<file path="config.mk">
export PLATFORM = sky130hd
export DESIGN_NAME = mt_recovery_flat
export DESIGN_NICKNAME = d
export VERILOG_FILES = /design/src/rtl/mt_recovery_if.sv /design/src/rtl/mt_recovery.sv /design/src/flat_wrapper.sv
export SDC_FILE = /design/constraint.sdc
export NUM_CORES = 1
export LEC_CHECK = 0
export ABC_AREA = 1
export BUFFER_PORTS_ARGS = -buffer_cell sky130_fd_sc_hd__buf_2
export CAP_MARGIN = 20
export CORE_MARGIN = 2
export CORE_UTILIZATION = 45
export DETAILED_ROUTE_END_ITERATION = 10
export PLACE_DENSITY = 0.7
export SLEW_MARGIN = 10
export SYNTH_ARGS = -nofsm -noshare
export SYNTH_HDL_FRONTEND = slang
export SYNTH_SLANG_ARGS = --single-unit
</file>
<file path="constraint.sdc">
create_clock -name clock -period 2.2 [get_ports clock]
set_input_delay 0.22 -clock clock [delete_from_list [all_inputs] [get_ports clock]]
set_output_delay 0.22 -clock clock [all_outputs]
set_load 0.1 [all_outputs]
</file>
<file path="src/rtl/mt_recovery_if.sv">
// ROB-commit / map-table-restore bundle for mt_recovery.
// Carries mt_recovery_err only when MT_RECOVERY_CHECK_EN is defined.
interface mt_recovery_if #(
  parameter int COPY_WIDTH = 4,
  parameter int PR_BITS    = 7
);
  logic [1:0]                    rob_retire_num;
  logic [4:0]                    rob_retire_ar0;
  logic [4:0]                    rob_retire_ar1;
  logic [PR_BITS-1:0]            rob_retire_pr0;
  logic [PR_BITS-1:0]            rob_retire_pr1;
  logic                          rob_retire_valid0;
  logic                          rob_retire_valid1;
  logic                          rob_mispredict;
  logic                          mt_restore_en;
  logic [4:0]                    mt_restore_idx;
  logic [COPY_WIDTH*PR_BITS-1:0] mt_restore_pr;
  logic                          mt_stall_dispatch;
  logic                          mt_recovery_done;
`ifdef MT_RECOVERY_CHECK_EN
  logic                          mt_recovery_err;

  modport master (
    output rob_retire_num, rob_retire_ar0, rob_retire_ar1, rob_retire_pr0,
           rob_retire_pr1, rob_retire_valid0, rob_retire_valid1, rob_mispredict,
    input  mt_restore_en, mt_restore_idx, mt_restore_pr, mt_stall_dispatch,
           mt_recovery_done, mt_recovery_err
  );

  modport slave (
    input  rob_retire_num, rob_retire_ar0, rob_retire_ar1, rob_retire_pr0,
           rob_retire_pr1, rob_retire_valid0, rob_retire_valid1, rob_mispredict,
    output mt_restore_en, mt_restore_idx, mt_restore_pr, mt_stall_dispatch,
           mt_recovery_done, mt_recovery_err
  );
`else
  modport master (
    output rob_retire_num, rob_retire_ar0, rob_retire_ar1, rob_retire_pr0,
           rob_retire_pr1, rob_retire_valid0, rob_retire_valid1, rob_mispredict,
    input  mt_restore_en, mt_restore_idx, mt_restore_pr, mt_stall_dispatch,
           mt_recovery_done
  );

  modport slave (
    input  rob_retire_num, rob_retire_ar0, rob_retire_ar1, rob_retire_pr0,
           rob_retire_pr1, rob_retire_valid0, rob_retire_valid1, rob_mispredict,
    output mt_restore_en, mt_restore_idx, mt_restore_pr, mt_stall_dispatch,
           mt_recovery_done
  );
`endif
endinterface

</file>
<file path="src/rtl/mt_recovery.sv">
// Architectural map keeper that streams the retirement map back into the map table after a mispredict.
// Optional protocol checker (mt_recovery_err) enabled by defining MT_RECOVERY_CHECK_EN.
module mt_recovery #(
  parameter int COPY_WIDTH = 4,
  parameter int NUM_AR     = 32,
  parameter int PR_BITS    = 7
) (
  input  logic          clock,
  input  logic          reset,
  mt_recovery_if.slave  bus
);
  localparam int IDX_W      = 5;
  localparam int NUM_CHUNKS = NUM_AR / COPY_WIDTH;
  localparam int CNT_W      = $clog2(NUM_CHUNKS);
  localparam int LAST       = NUM_CHUNKS - 1;

  typedef enum logic {IDLE, COPY} state_t;

  state_t                        r_state;
  logic [CNT_W-1:0]              r_cnt;
  logic [PR_BITS-1:0]            r_archMap [NUM_AR];
  logic                          r_restoreEn;
  logic [IDX_W-1:0]              r_restoreIdx;
  logic [COPY_WIDTH*PR_BITS-1:0] r_restorePr;
  logic                          r_done;

  logic [PR_BITS-1:0]            w_archNext [NUM_AR];
  logic [CNT_W-1:0]              w_nextCnt;
  logic [IDX_W-1:0]              w_baseIdx;
  logic [COPY_WIDTH*PR_BITS-1:0] w_chunkPr;

  // Slot 1 is written last so the younger commit wins on an AR collision.
  always_comb begin
    w_archNext = r_archMap;
    if (r_state == IDLE) begin
      if (bus.rob_retire_num != 2'd0 && bus.rob_retire_valid0)
        w_archNext[bus.rob_retire_ar0] = bus.rob_retire_pr0;
      if (bus.rob_retire_num == 2'd2 && bus.rob_retire_valid1)
        w_archNext[bus.rob_retire_ar1] = bus.rob_retire_pr1;
    end
  end

  // Chunks read the post-commit map so a branch committing in its own mispredict cycle is restored.
  always_comb begin
    w_nextCnt = (r_state == IDLE) ? '0 : r_cnt + CNT_W'(1);
    w_baseIdx = IDX_W'(w_nextCnt) * IDX_W'(COPY_WIDTH);
    w_chunkPr = '0;
    for (int k = 0; k < COPY_WIDTH; k++)
      w_chunkPr[k*PR_BITS +: PR_BITS] = w_archNext[w_baseIdx + IDX_W'(k)];
  end

  always_ff @(posedge clock or negedge reset) begin
    if (!reset) begin
      for (int i = 0; i < NUM_AR; i++)
        r_archMap[i] <= PR_BITS'(i);
    end else begin
      r_archMap <= w_archNext;
    end
  end

  always_ff @(posedge clock or negedge reset) begin
    if (!reset) begin
      r_state      <= IDLE;
      r_cnt        <= '0;
      r_restoreEn  <= 1'b0;
      r_restoreIdx <= '0;
      r_restorePr  <= '0;
      r_done       <= 1'b0;
    end else begin
      case (r_state)
        IDLE: begin
          if (bus.rob_mispredict) begin
            r_state      <= COPY;
            r_cnt        <= '0;
            r_restoreEn  <= 1'b1;
            r_restoreIdx <= w_baseIdx;
            r_restorePr  <= w_chunkPr;
            r_done       <= 1'b0;
          end else begin
            r_restoreEn  <= 1'b0;
            r_restoreIdx <= '0;
            r_restorePr  <= '0;
            r_done       <= 1'b0;
          end
        end
        COPY: begin
          if (r_cnt == CNT_W'(LAST)) begin
            r_state      <= IDLE;
            r_restoreEn  <= 1'b0;
            r_restoreIdx <= '0;
            r_restorePr  <= '0;
            r_done       <= 1'b0;
          end else begin
            r_cnt        <= w_nextCnt;
            r_restoreEn  <= 1'b1;
            r_restoreIdx <= w_baseIdx;
            r_restorePr  <= w_chunkPr;
            r_done       <= (w_nextCnt == CNT_W'(LAST));
          end
        end
        default: r_state <= IDLE;
      endcase
    end
  end

  assign bus.mt_restore_en     = r_restoreEn;
  assign bus.mt_restore_idx    = r_restoreIdx;
  assign bus.mt_restore_pr     = r_restorePr;
  assign bus.mt_recovery_done  = r_done;
  assign bus.mt_stall_dispatch = reset & (bus.rob_mispredict | (r_state == COPY));

`ifdef MT_RECOVERY_CHECK_EN
  logic r_err;

  always_ff @(posedge clock or negedge reset) begin
    if (!reset)
      r_err <= 1'b0;
    else if (r_state == COPY && (bus.rob_retire_num != 2'd0 || bus.rob_mispredict))
      r_err <= 1'b1;
  end

  assign bus.mt_recovery_err = r_err;
`endif
endmodule

</file>
<file path="src/flat_wrapper.sv">
// flat-port wrapper written by rule: the top's interface ports become plain ports
module mt_recovery_flat 
#(
  parameter int COPY_WIDTH = 4,
  parameter int NUM_AR     = 32,
  parameter int PR_BITS    = 7
)
  (clock, reset, bus_rob_retire_num, bus_rob_retire_ar0, bus_rob_retire_ar1, bus_rob_retire_pr0, bus_rob_retire_pr1, bus_rob_retire_valid0, bus_rob_retire_valid1, bus_rob_mispredict, bus_mt_restore_en, bus_mt_restore_idx, bus_mt_restore_pr, bus_mt_stall_dispatch, bus_mt_recovery_done);
  mt_recovery_if #(.COPY_WIDTH(COPY_WIDTH), .PR_BITS(PR_BITS)) bus_i ();
  input  logic clock;
  input  logic reset;
  input wire logic [$bits(bus_i.rob_retire_num)-1:0] bus_rob_retire_num;
  input wire logic [$bits(bus_i.rob_retire_ar0)-1:0] bus_rob_retire_ar0;
  input wire logic [$bits(bus_i.rob_retire_ar1)-1:0] bus_rob_retire_ar1;
  input wire logic [$bits(bus_i.rob_retire_pr0)-1:0] bus_rob_retire_pr0;
  input wire logic [$bits(bus_i.rob_retire_pr1)-1:0] bus_rob_retire_pr1;
  input wire logic [$bits(bus_i.rob_retire_valid0)-1:0] bus_rob_retire_valid0;
  input wire logic [$bits(bus_i.rob_retire_valid1)-1:0] bus_rob_retire_valid1;
  input wire logic [$bits(bus_i.rob_mispredict)-1:0] bus_rob_mispredict;
  output wire logic [$bits(bus_i.mt_restore_en)-1:0] bus_mt_restore_en;
  output wire logic [$bits(bus_i.mt_restore_idx)-1:0] bus_mt_restore_idx;
  output wire logic [$bits(bus_i.mt_restore_pr)-1:0] bus_mt_restore_pr;
  output wire logic [$bits(bus_i.mt_stall_dispatch)-1:0] bus_mt_stall_dispatch;
  output wire logic [$bits(bus_i.mt_recovery_done)-1:0] bus_mt_recovery_done;
  assign bus_i.rob_retire_num = bus_rob_retire_num;
  assign bus_i.rob_retire_ar0 = bus_rob_retire_ar0;
  assign bus_i.rob_retire_ar1 = bus_rob_retire_ar1;
  assign bus_i.rob_retire_pr0 = bus_rob_retire_pr0;
  assign bus_i.rob_retire_pr1 = bus_rob_retire_pr1;
  assign bus_i.rob_retire_valid0 = bus_rob_retire_valid0;
  assign bus_i.rob_retire_valid1 = bus_rob_retire_valid1;
  assign bus_i.rob_mispredict = bus_rob_mispredict;
  assign bus_mt_restore_en = bus_i.mt_restore_en;
  assign bus_mt_restore_idx = bus_i.mt_restore_idx;
  assign bus_mt_restore_pr = bus_i.mt_restore_pr;
  assign bus_mt_stall_dispatch = bus_i.mt_stall_dispatch;
  assign bus_mt_recovery_done = bus_i.mt_recovery_done;
  mt_recovery #(.COPY_WIDTH(COPY_WIDTH), .NUM_AR(NUM_AR), .PR_BITS(PR_BITS)) u_core (.clock(clock), .reset(reset), .bus(bus_i));
endmodule
</file>
=== After elaboration in Yosys (flattened, before gate mapping) ===
Cells that the tools add are included.

* Register bits: 262
* Bits of input ports: 31
* Output and inout bits: 36
* Logic and storage cells: 106

* Add/sub/neg operators: 4
* $lt $le $gt $ge: 8
* Equal/unequal tests: 5
* Multiplexer cells: 37
* Bitwise operators: 9
* Reductions and logical operators: 6

{| class="wikitable"
|+ Operators by type and width
! operator !! count
|-
| $mux 224 || 4
|-
| $bwmux 224 || 2
|-
| $bmux 7 s5 || 4
|-
| $demux 7 s5 || 2
|-
| $mux 7 || 10
|-
| $mux 28 || 2
|-
| $pmux 28 s2 || 1
|-
| $ge 6x6->1 const B || 6
|-
| $not 5->6 || 6
|-
| $lt 6x1->1 const B || 2
|-
| $add 5x2->5 const B || 2
|-
| $mux 5 || 2
|-
| $pmux 5 s2 || 1
|-
| $mux 3 || 3
|-
| $eq 3x3->1 const B || 2
|-
| $pmux 3 s2 || 1
|-
| $add 5x1->5 const B || 1
|-
| $logic_and 1x1->1 || 4
|-
| $ne 2x2->1 const B || 2
|-
| $pmux 1 s2 || 2
|-
| $add 3x1->3 const B || 1
|-
| $mux 1 || 3
|-
| $eq 2x2->1 const B || 1
|-
| $reduce_and 2->1 || 1
|-
| 4 further kinds || 4
|}

=== Logic depth before layout (Yosys ltp) ===
Gate-level depths: netlist of run 1.

* Depth after elaboration: 16
* Depth in mapped cells: 15
* Mapped depth without buffers: 15

=== Worst setup path before layout of run 1 ===
No wires, ideal clock.

* Path kind: reg-to-output
* Start: reg u_core.r_state
* End: out bus_mt_stall_dispatch
* Arrival: 2920 ps
* Path slack: -940 ps
* Stages on the path, launching flop included: 6
* Path buffers: 4
* Cell sequence: dfrtp_1 -> clkbuf_1 -> clkbuf_1 -> buf_1 -> clkbuf_1 -> o21a_1

* Longest elaborated chain between the ends: 2

{| class="wikitable"
|+ Ends and longest elaborated chain
! item !! RTL line !! RTL
|-
| start: declaration || mt_recovery.sv:19 || <nowiki>state_t r_state;</nowiki>
|-
| start signal: assignment || mt_recovery.sv:63 || <nowiki>r_state <= IDLE;</nowiki>
|-
| start signal: assignment || mt_recovery.sv:73 || <nowiki>r_state <= COPY;</nowiki>
|-
| start signal: assignment || mt_recovery.sv:88 || <nowiki>r_state <= IDLE;</nowiki>
|-
| $or 1x1->1 || mt_recovery.sv:110 || <nowiki>assign bus.mt_stall_dispatch = reset & (bus.rob_mispredict | (r_state == COPY));</nowiki>
|-
| $and 1x1->1 || mt_recovery.sv:110 ||
|-
| end: declaration || flat_wrapper.sv:23 || <nowiki>output wire logic [$bits(bus_i.mt_stall_dispatch)-1:0] bus_mt_stall_dispatch;</nowiki>
|}

No other way between the ends.

=== Final worst setup path of run 1 ===
* Start: reg u_core.r_cnt[0]
* End: reg u_core.r_restorePr[11] (netlist: u_core.bus.mt_restore_pr[11])

* Longest elaborated chain between the ends: 9
* Elaborated cells between the ends (all ways): 11
* Those cells by class: 2 x add/sub; 1 x eq/ne; 7 x mux; 1 x bitwise

{| class="wikitable"
|+ Ends and longest elaborated chain
! item !! RTL line !! RTL
|-
| start: declaration || mt_recovery.sv:20 || <nowiki>logic [CNT_W-1:0] r_cnt;</nowiki>
|-
| start signal: assignment || mt_recovery.sv:94 || <nowiki>r_cnt <= w_nextCnt;</nowiki>
|-
| $add 3x1->3 || mt_recovery.sv:45 || <nowiki>w_nextCnt = (r_state == IDLE) ? '0 : r_cnt + CNT_W'(1);</nowiki>
|-
| $mux 3 || mt_recovery.sv:45 ||
|-
| $add 5x1->5 || mt_recovery.sv:49 || <nowiki>w_chunkPr[k*PR_BITS +: PR_BITS] = w_archNext[w_baseIdx + IDX_W'(k)];</nowiki>
|-
| $not 5->6 (implied by the code) || mt_recovery.sv:49 ||
|-
| $bmux 7 s5 || mt_recovery.sv:49 ||
|-
| $mux 7 (implied by the code) (2 in a row) || mt_recovery.sv:49 ||
|-
| $mux 28 (on tied branches) || mt_recovery.sv:87, mt_recovery.sv:72 ||
|-
| $pmux 28 s2 * || mt_recovery.sv:70 || <nowiki>case (r_state)</nowiki>
|-
| end signal: assignment || mt_recovery.sv:77 || <nowiki>r_restorePr <= w_chunkPr;</nowiki>
|-
| end signal: assignment || mt_recovery.sv:97 || <nowiki>r_restorePr <= w_chunkPr;</nowiki>
|-
| end: declaration || mt_recovery.sv:24 || <nowiki>logic [COPY_WIDTH*PR_BITS-1:0] r_restorePr;</nowiki>
|}

Every way passes the cells marked *; elsewhere a longest branch is shown, timed or not. The select of a mux whose other input is x is not followed.
A chain may end at the register's enable or synchronous reset.

==> results.json, run 1 <==
{
  "finalPower_mw": 27.83,
  "powerDensity_nw_per_um2": 1382,
  "ctsHtreeMaxLevel": 1,
  "synth_ff_type": "dfrtp_1",
  "fillers": 3560,
  "yosys.area.top_type": "dfrtp_1",
  "grt_max_degree": 128,
  "clk_latency_ns": 0.59,
  "diodes": 0,
  "worst-slew-pin-transition_ns": 0.7857,
  "cts_sinks": 260,
  "dp_slack_ns": -0.05202,
  "ys_async_sr_fraction_pct": 100.0,
  "grt_pass1_vias": 17520,
  "syn_area_sq_um": 16900,
  "clk_pin_slew_ns": 0.06,
  "yosysWarnings": 0,
  "setup_viol": 0,
  "die_h_microns": 197.8,
  "max_freq_ghz": 0.4635,
  "status": "finished, final reports clean",
  "synth-edff-count": 0,
  "clockBufferDepth": 3,
  "seq_area_frac_synth_pct": 39.10,
  "dr.first_iter.drc_count": 2176,
  "core_area_sq_um": 36790,
  "avgSynthCellArea_sq_um": 6.800,
  "fin_nets": 2697,
  "critPathKind": "flop to flop",
  "syn_inst": 2485,
  "grt_pass1_wl_microns": 104600,
  "die_w_microns": 197.8,
  "fin_worst_skew_ns": 0.01135,
  "rows": 70,
  "grt_setup_unrepaired": "no",
  "cts_tree": "yes",
  "instances_no_fill": 3156,
  "power.leakage_nw": 10.13,
  "die-area_sq_um": 39120,
  "vias_per_cell": 5.865,
  "path_max_fanout": 14,
  "max_slew_margin_pct": 47.62,
  "ys_top_cells_by_area": "dfrtp_1, nand2_1, dfstp_2, nand3_1, inv_1",
  "vias": 18510,
  "root_buffer": "clkbuf_16",
  "cp.arrival_ns": 2.67,
  "tritoncts.num_buffers": 31,
  "layout_common_cells": "nand2_1, inv_1, nand3_1",
  "layout_min_cycle_time_ns": 2.158,
  "dp_hpwl_microns": 46660,
  "antenna_found_initial": 0,
  "report.final.slew_viol_count": 0,
  "yosysUniqueCellTypes": 43,
  "grt.overflow.total": 0,
  "regArea_sq_um": 6610,
  "start_util_pct": 45.94,
  "start_kind": "flop",
  "layout-drive-gt1-share_pct": 18.97,
  "multi_input_area_sq_um": 8501,
  "hp-class": "primary input to async pin",
  "grt_usage_pct": 35.37,
  "layout_commonest_cell": "nand2_1",
  "max_cap_viol_count": 0,
  "routed_wl_microns": 68890,
  "fin_crit_sh_pct": 98.08,
  "io-pin-count": 67,
  "route.detailed.drc": 0,
  "place_congestion": 1.001,
  "end_kind": "flop",
  "synth-seq-cells": 260,
  "fin_ws_ns": 0.04227,
  "port_buffers": 64,
  "yosysTopAreaCellShare_pct": 26.66,
  "wl_per_cell_microns": 21.83,
  "worst_ir_drop_vdd_uv": 976.0,
  "areaGrowthSynthToFinish_pct": 19.21,
  "hold_viol": 0,
  "dp_cells": 3098,
  "antenna_left": 0,
  "cp.required_ns": 2.71,
  "drt-pass1-iter-count": 8
}
worst paths after layout:
| check | endpoint | from | slack, ns | cells after the start |
|---|---|---|---|---|
| min | u_core.bus.mt_restore_pr[12] | reset | 0.11 | 2 |
| min in group clock | u_core.r_archMap[112] | bus_rob_retire_pr1[0] | 0.15 | 3 |
| min reg2reg | u_core.r_archMap[46] | u_core.r_archMap[46] | 0.46 | 2 |
| max in group asynchronous | u_core.r_archMap[94] | reset | 1.03 | 3 |
| max reg2reg | u_core.bus.mt_restore_pr[11] | u_core.r_cnt[0] | 0.04 | 11 |
| max | u_core.bus.mt_restore_pr[11] | u_core.r_cnt[0] | 0.04 | 11 |
cell type report:
type / instances / area share, %
multi-input combinational: 1770 / 42.20
clock buffer: 53 / 4.559
sequential: 260 / 32.82
clock inverter: 4 / 0.2236
timing repair buffer: 281 / 11.24
tap: 468 / 2.907
inverter: 320 / 6.050
stage by stage:
stage | hold WS [ns] | cell area, sq um | TNS (ns) | util (%)
after floorplan | -0.07559 | 16920 | 0 | -
after global placement | 0.1288 | 19170 | -0.09840 | 52.11
after detailed placement | 0.1229 | 19170 | -0.1257 | 52.11
after CTS | 0.1048 | 20140 | 0 | 54.75
after global routing | 0.1313 | 20140 | 0 | 54.76
final | 0.1068 | 20140 | 0 | 54.76
logic make-up after synthesis:
kind of cell	share of synthesized area [%]
DFF	39.10
and+or+nand+nor	35.22
adders and majority gates	0.1481
AOI/OAI and AO/OA	14.82
other	0.02219
buffers and inverters	10.69
critical path, stage by stage (launching register included):
cell	delay, ns
dfrtp_1	0.44
ha_1	0.23
ha_2	0.39
nand2_1	0.13
inv_2	0.14
buf_12	0.16
nand2_1	0.06
inv_1	0.04
nand2_1	0.12
nand2_1	0.10
nand2_1	0.08
a21oi_2	0.16
registers in the layout, summed over array words and instances (netlist names):
register	flops
u_core.r_archMap	224
u_core.bus.mt_restore_pr	28
u_core.bus.mt_restore_idx	3
u_core.r_cnt	3
u_core.bus.mt_recovery_done	1
u_core.r_state	1
per-layer routing:
layer | track usage [%] | wire (microns) | share of wire (%)
met3 | 9.453 | 9198 | 13
met5 | 0 | 0 | 0
met4 | 21.02 | 4468 | 6.5
met2 | 51.28 | 28670 | 42
met1 | 47.29 | 26550 | 39
Yosys cell counts (all sizes together), types with 25 or more instances:
library cell and count:
dfstp 80, o211ai 25, a21oi 74, nand3 280
and2 40, clkbuf 76, buf 60, a31oi 64
nor2 163, dfrtp 180, o21ai 213, inv 309
nand2 825
repair_timing:
item	4_1_cts	5_1_grt
hold buffers	1	0
resized for setup	0	2
setup endpoints to repair	0	1
setup buffers	0	0
endpoints found under the hold margin	100	0
power breakdown:
part	internal [mW]	total (mW)	switching (mW)	leakage [nW]
clock network	2.91	5.08	2.17	0.470
registers	6.75	7.57	0.813	2.88
logic	4.31	15.2	10.9	6.78
total	14.0	27.8	13.9	10.1
(Power assumes the default switching activity.)
==> run 2: changes to the inputs <==
--- a/config.mk
+++ b/config.mk
@@ -13,6 +13,8 @@
 export DETAILED_ROUTE_END_ITERATION = 10
 export PLACE_DENSITY = 0.7
+export REMOVE_ABC_BUFFERS = 1
 export SLEW_MARGIN = 10
 export SYNTH_ARGS = -nofsm -noshare
 export SYNTH_HDL_FRONTEND = slang
 export SYNTH_SLANG_ARGS = --single-unit
+export TNS_END_PERCENT = 20
==> constraint.sdc (replaced) <==
create_clock -name clock -period 2.2 [get_ports clock]
set_input_delay 0.11 -clock clock [delete_from_list [all_inputs] [get_ports clock]]
set_output_delay 0.11 -clock clock [all_outputs]
set_load 0.1 [all_outputs]
==> run 2 against run 1 <==
Effect of this change: wire length shrank 9.3%; critical path type is now flop to output pin; largest power group unchanged; die area is the same; register-to-register slack gained 0.09 ns; sequential share of layout area grew 1.3 points; clock skew grew 0.00072 ns; worst hold slack lost 0.068 ns; final cell count shrank 3.2%; flip-flop and latch count is the same.
==> results.json, run 2 (synthesis gave the netlist of run 1 again) <==
{
  "status": "finished, final reports clean",
  "setup_tns_ns": 0,
  "cts_setup_buffers": 0,
  "top_usage_layer": "met2",
  "power_frac_seq_pct": 27.4,
  "start_kind": "flop",
  "grt_pass1_vias": 17010,
  "path_max_fanout": 20,
  "reg2reg_slack_ns": 0.13,
  "die_w_microns": 197.8,
  "layout_commonest_cell": "nand2_1",
  "dp_cells": 2988,
  "largest-register": "u_core.r_archMap",
  "layout-drive-gt1-share_pct": 15.67,
  "ctsHtreeMaxLevel": 1,
  "max_freq_ghz": 0.4738,
  "antenna_found_initial": 2,
  "grt_usage_pct": 32.05,
  "cts_tree": "yes",
  "areaGrowthSynthToFinish_pct": 14.66,
  "vias_per_cell": 5.824,
  "tritoncts.num_buffers": 31,
  "hold_viol": 0,
  "path_delay_family": "buffers and inverters",
  "hp-class": "primary input to flop",
  "cp.required_ns": 2.09,
  "use_met1_pct": 42.14,
  "core_area_sq_um": 36790,
  "grtUsageMet2_pct": 49.26,
  "dp_hpwl_microns": 41180,
  "root_buffer": "clkbuf_16",
  "grt_setup_unrepaired": "no",
  "critical_path_buf_inv_count": 2,
  "fin_nets": 2594,
  "die_h_microns": 197.8,
  "die-area_sq_um": 39120,
  "antenna_left": 0,
  "grt_max_degree": 168,
  "clk_pin_slew_ns": 0.06,
  "instances_no_fill": 3056,
  "grt.overflow.total": 0,
  "cpMaxStageDelayCell": "dfrtp_2",
  "crit_chain": "buf_4 -> o21a_1 -> buf_2",
  "clockBufferDepth": 3,
  "layout_min_cycle_time_ns": 2.111,
  "clk_latency_ns": 0.60,
  "port_buffers": 64,
  "fillers": 3599,
  "combPwrFrac_pct": 53.2,
  "start_util_pct": 45.94,
  "fin_crit_sh_pct": 95.93,
  "p_sw_share_pct": 48.73,
  "critPathKind": "flop to output pin",
  "fin_worst_skew_ns": 0.01206,
  "p_int_mw": 13.84,
  "use_met3_pct": 6.217,
  "io-pin-count": 67,
  "end_kind": "output pin",
  "largest_register_ffs": 224,
  "worst_ir_drop_vdd_uv": 1071,
  "route.detailed.drc": 0,
  "setup_viol": 0,
  "p_sw_mw": 13.15,
  "routed_wl_microns": 62510,
  "rows": 70,
  "wl_per_cell_microns": 20.45,
  "dr.first_iter.drc_count": 2198,
  "worst-slew-pin-transition_ns": 0.9834,
  "layout_common_cells": "nand2_1, inv_1, nand3_1",
  "place_congestion": 0.9388,
  "postLayoutCoreUtil_pct": 52.67,
  "drt-pass1-iter-count": 7,
  "max_slew_margin_pct": 34.44,
  "grt_pass1_wl_microns": 96420,
  "report.final.slew_viol_count": 0,
  "powerDensity_nw_per_um2": 1393,
  "vias": 17800,
  "max_cap_viol_count": 0,
  "clock_power_share_pct": 19.4,
  "cp.arrival_ns": 2.00,
  "cpPeakStageDelay_ns": 0.45,
  "cts_sinks": 260,
  "power.leakage_nw": 9.637
}
run 2: cell count changes in the layout (fill, tap and decap cells not counted), sizes merged, moves of 2 or more:
| cell | delta |
|---|---|
| dlygate4sd3 | +7 |
| buf | -110 |
| inv | +2 |
| clkinvlp | +2 |
| diode | +3 |
| clkbuf | -6 |
run 2: timing repair:
| item | CTS | global route |
|---|---|---|
| hold buffers | 7 | 1 |
| hold endpoints to repair | 206 | 1 |
| setup endpoints to repair | 1 | 1 |
| gates resized for setup | 1 | 1 |
run 2: worst register-to-register path: cells and delay by family, from the launching register on:
kind / cells / cell delay [ns]
fa+ha+maj: 2 / 0.37
simple gates: 3 / 0.28
compound gates: 1 / 0.47
buf+inv: 2 / 0.48
flops: 1 / 0.36
run 2: power by group through the flow:
stage,sequential (mW),clock [mW],combinational (mW)
6_report,7.41,5.23,14.4
3_5_place_dp,7.45,0,14.0
2_1_floorplan,9.28,0,6.39
4_1_cts,7.39,5.26,14.1
3_3_place_gp,7.40,0,13.9
5_1_grt,7.55,5.46,15.6
run 2: per-stage QoR:
| step | cell area [sq um] | power (mW) | setup slack (ns) | hold slack, ns |
|---|---|---|---|---|
| after floorplan | 16300 | 15.67 | -6.979 | -0.1856 |
| after global placement | 18270 | 21.30 | 0.2136 | 0.2659 |
| after detailed placement | 18270 | 21.43 | 0.1799 | 0.2697 |
| after CTS | 19360 | 26.71 | 0.09634 | 0.006802 |
| after global routing | 19370 | 28.58 | 0.01101 | 0.04110 |
| final | 19370 | 26.99 | 0.08947 | 0.03831 |
run 2: path summary, 6_finish.rpt:
check | end | from | cells after the start
setup / recovery | bus_mt_stall_dispatch | u_core.r_state | 3
hold / removal | u_core.r_archMap[181] | bus_rob_retire_pr1[6] | 4
setup reg to reg | u_core.bus.mt_restore_pr[5] | u_core.r_cnt[1] | 8
hold reg to reg | u_core.r_archMap[182] | u_core.r_archMap[182] | 2
max in group asynchronous | u_core.bus.mt_restore_pr[23] | reset | 3
min in group asynchronous | u_core.bus.mt_restore_idx[2] | reset | 3
run 2: cell type report:
type	instances	area, sq um	share of cell area, %
inverter	320	1219	6.290
clock buffer	47	905.9	4.676
sequential	260	6608	34.10
antenna	3	7.507	0.03875
clock inverter	10	112.6	0.5812
multi-input combinational	1770	8491	43.82
timing repair buffer	178	1446	7.465
tap	468	585.6	3.022
run 2: per-layer routing:
| metal | vias to the layer above | routed length [microns] | share of wire [%] |
|---|---|---|---|
| met4 | 0 | 3747 | 6.0 |
| li1 | 8164 | - | - |
| met5 | - | 0 | 0 |
| met2 | 1078 | 27310 | 44 |
| met3 | 264 | 6803 | 11 |
| met1 | 8292 | 24650 | 39 |
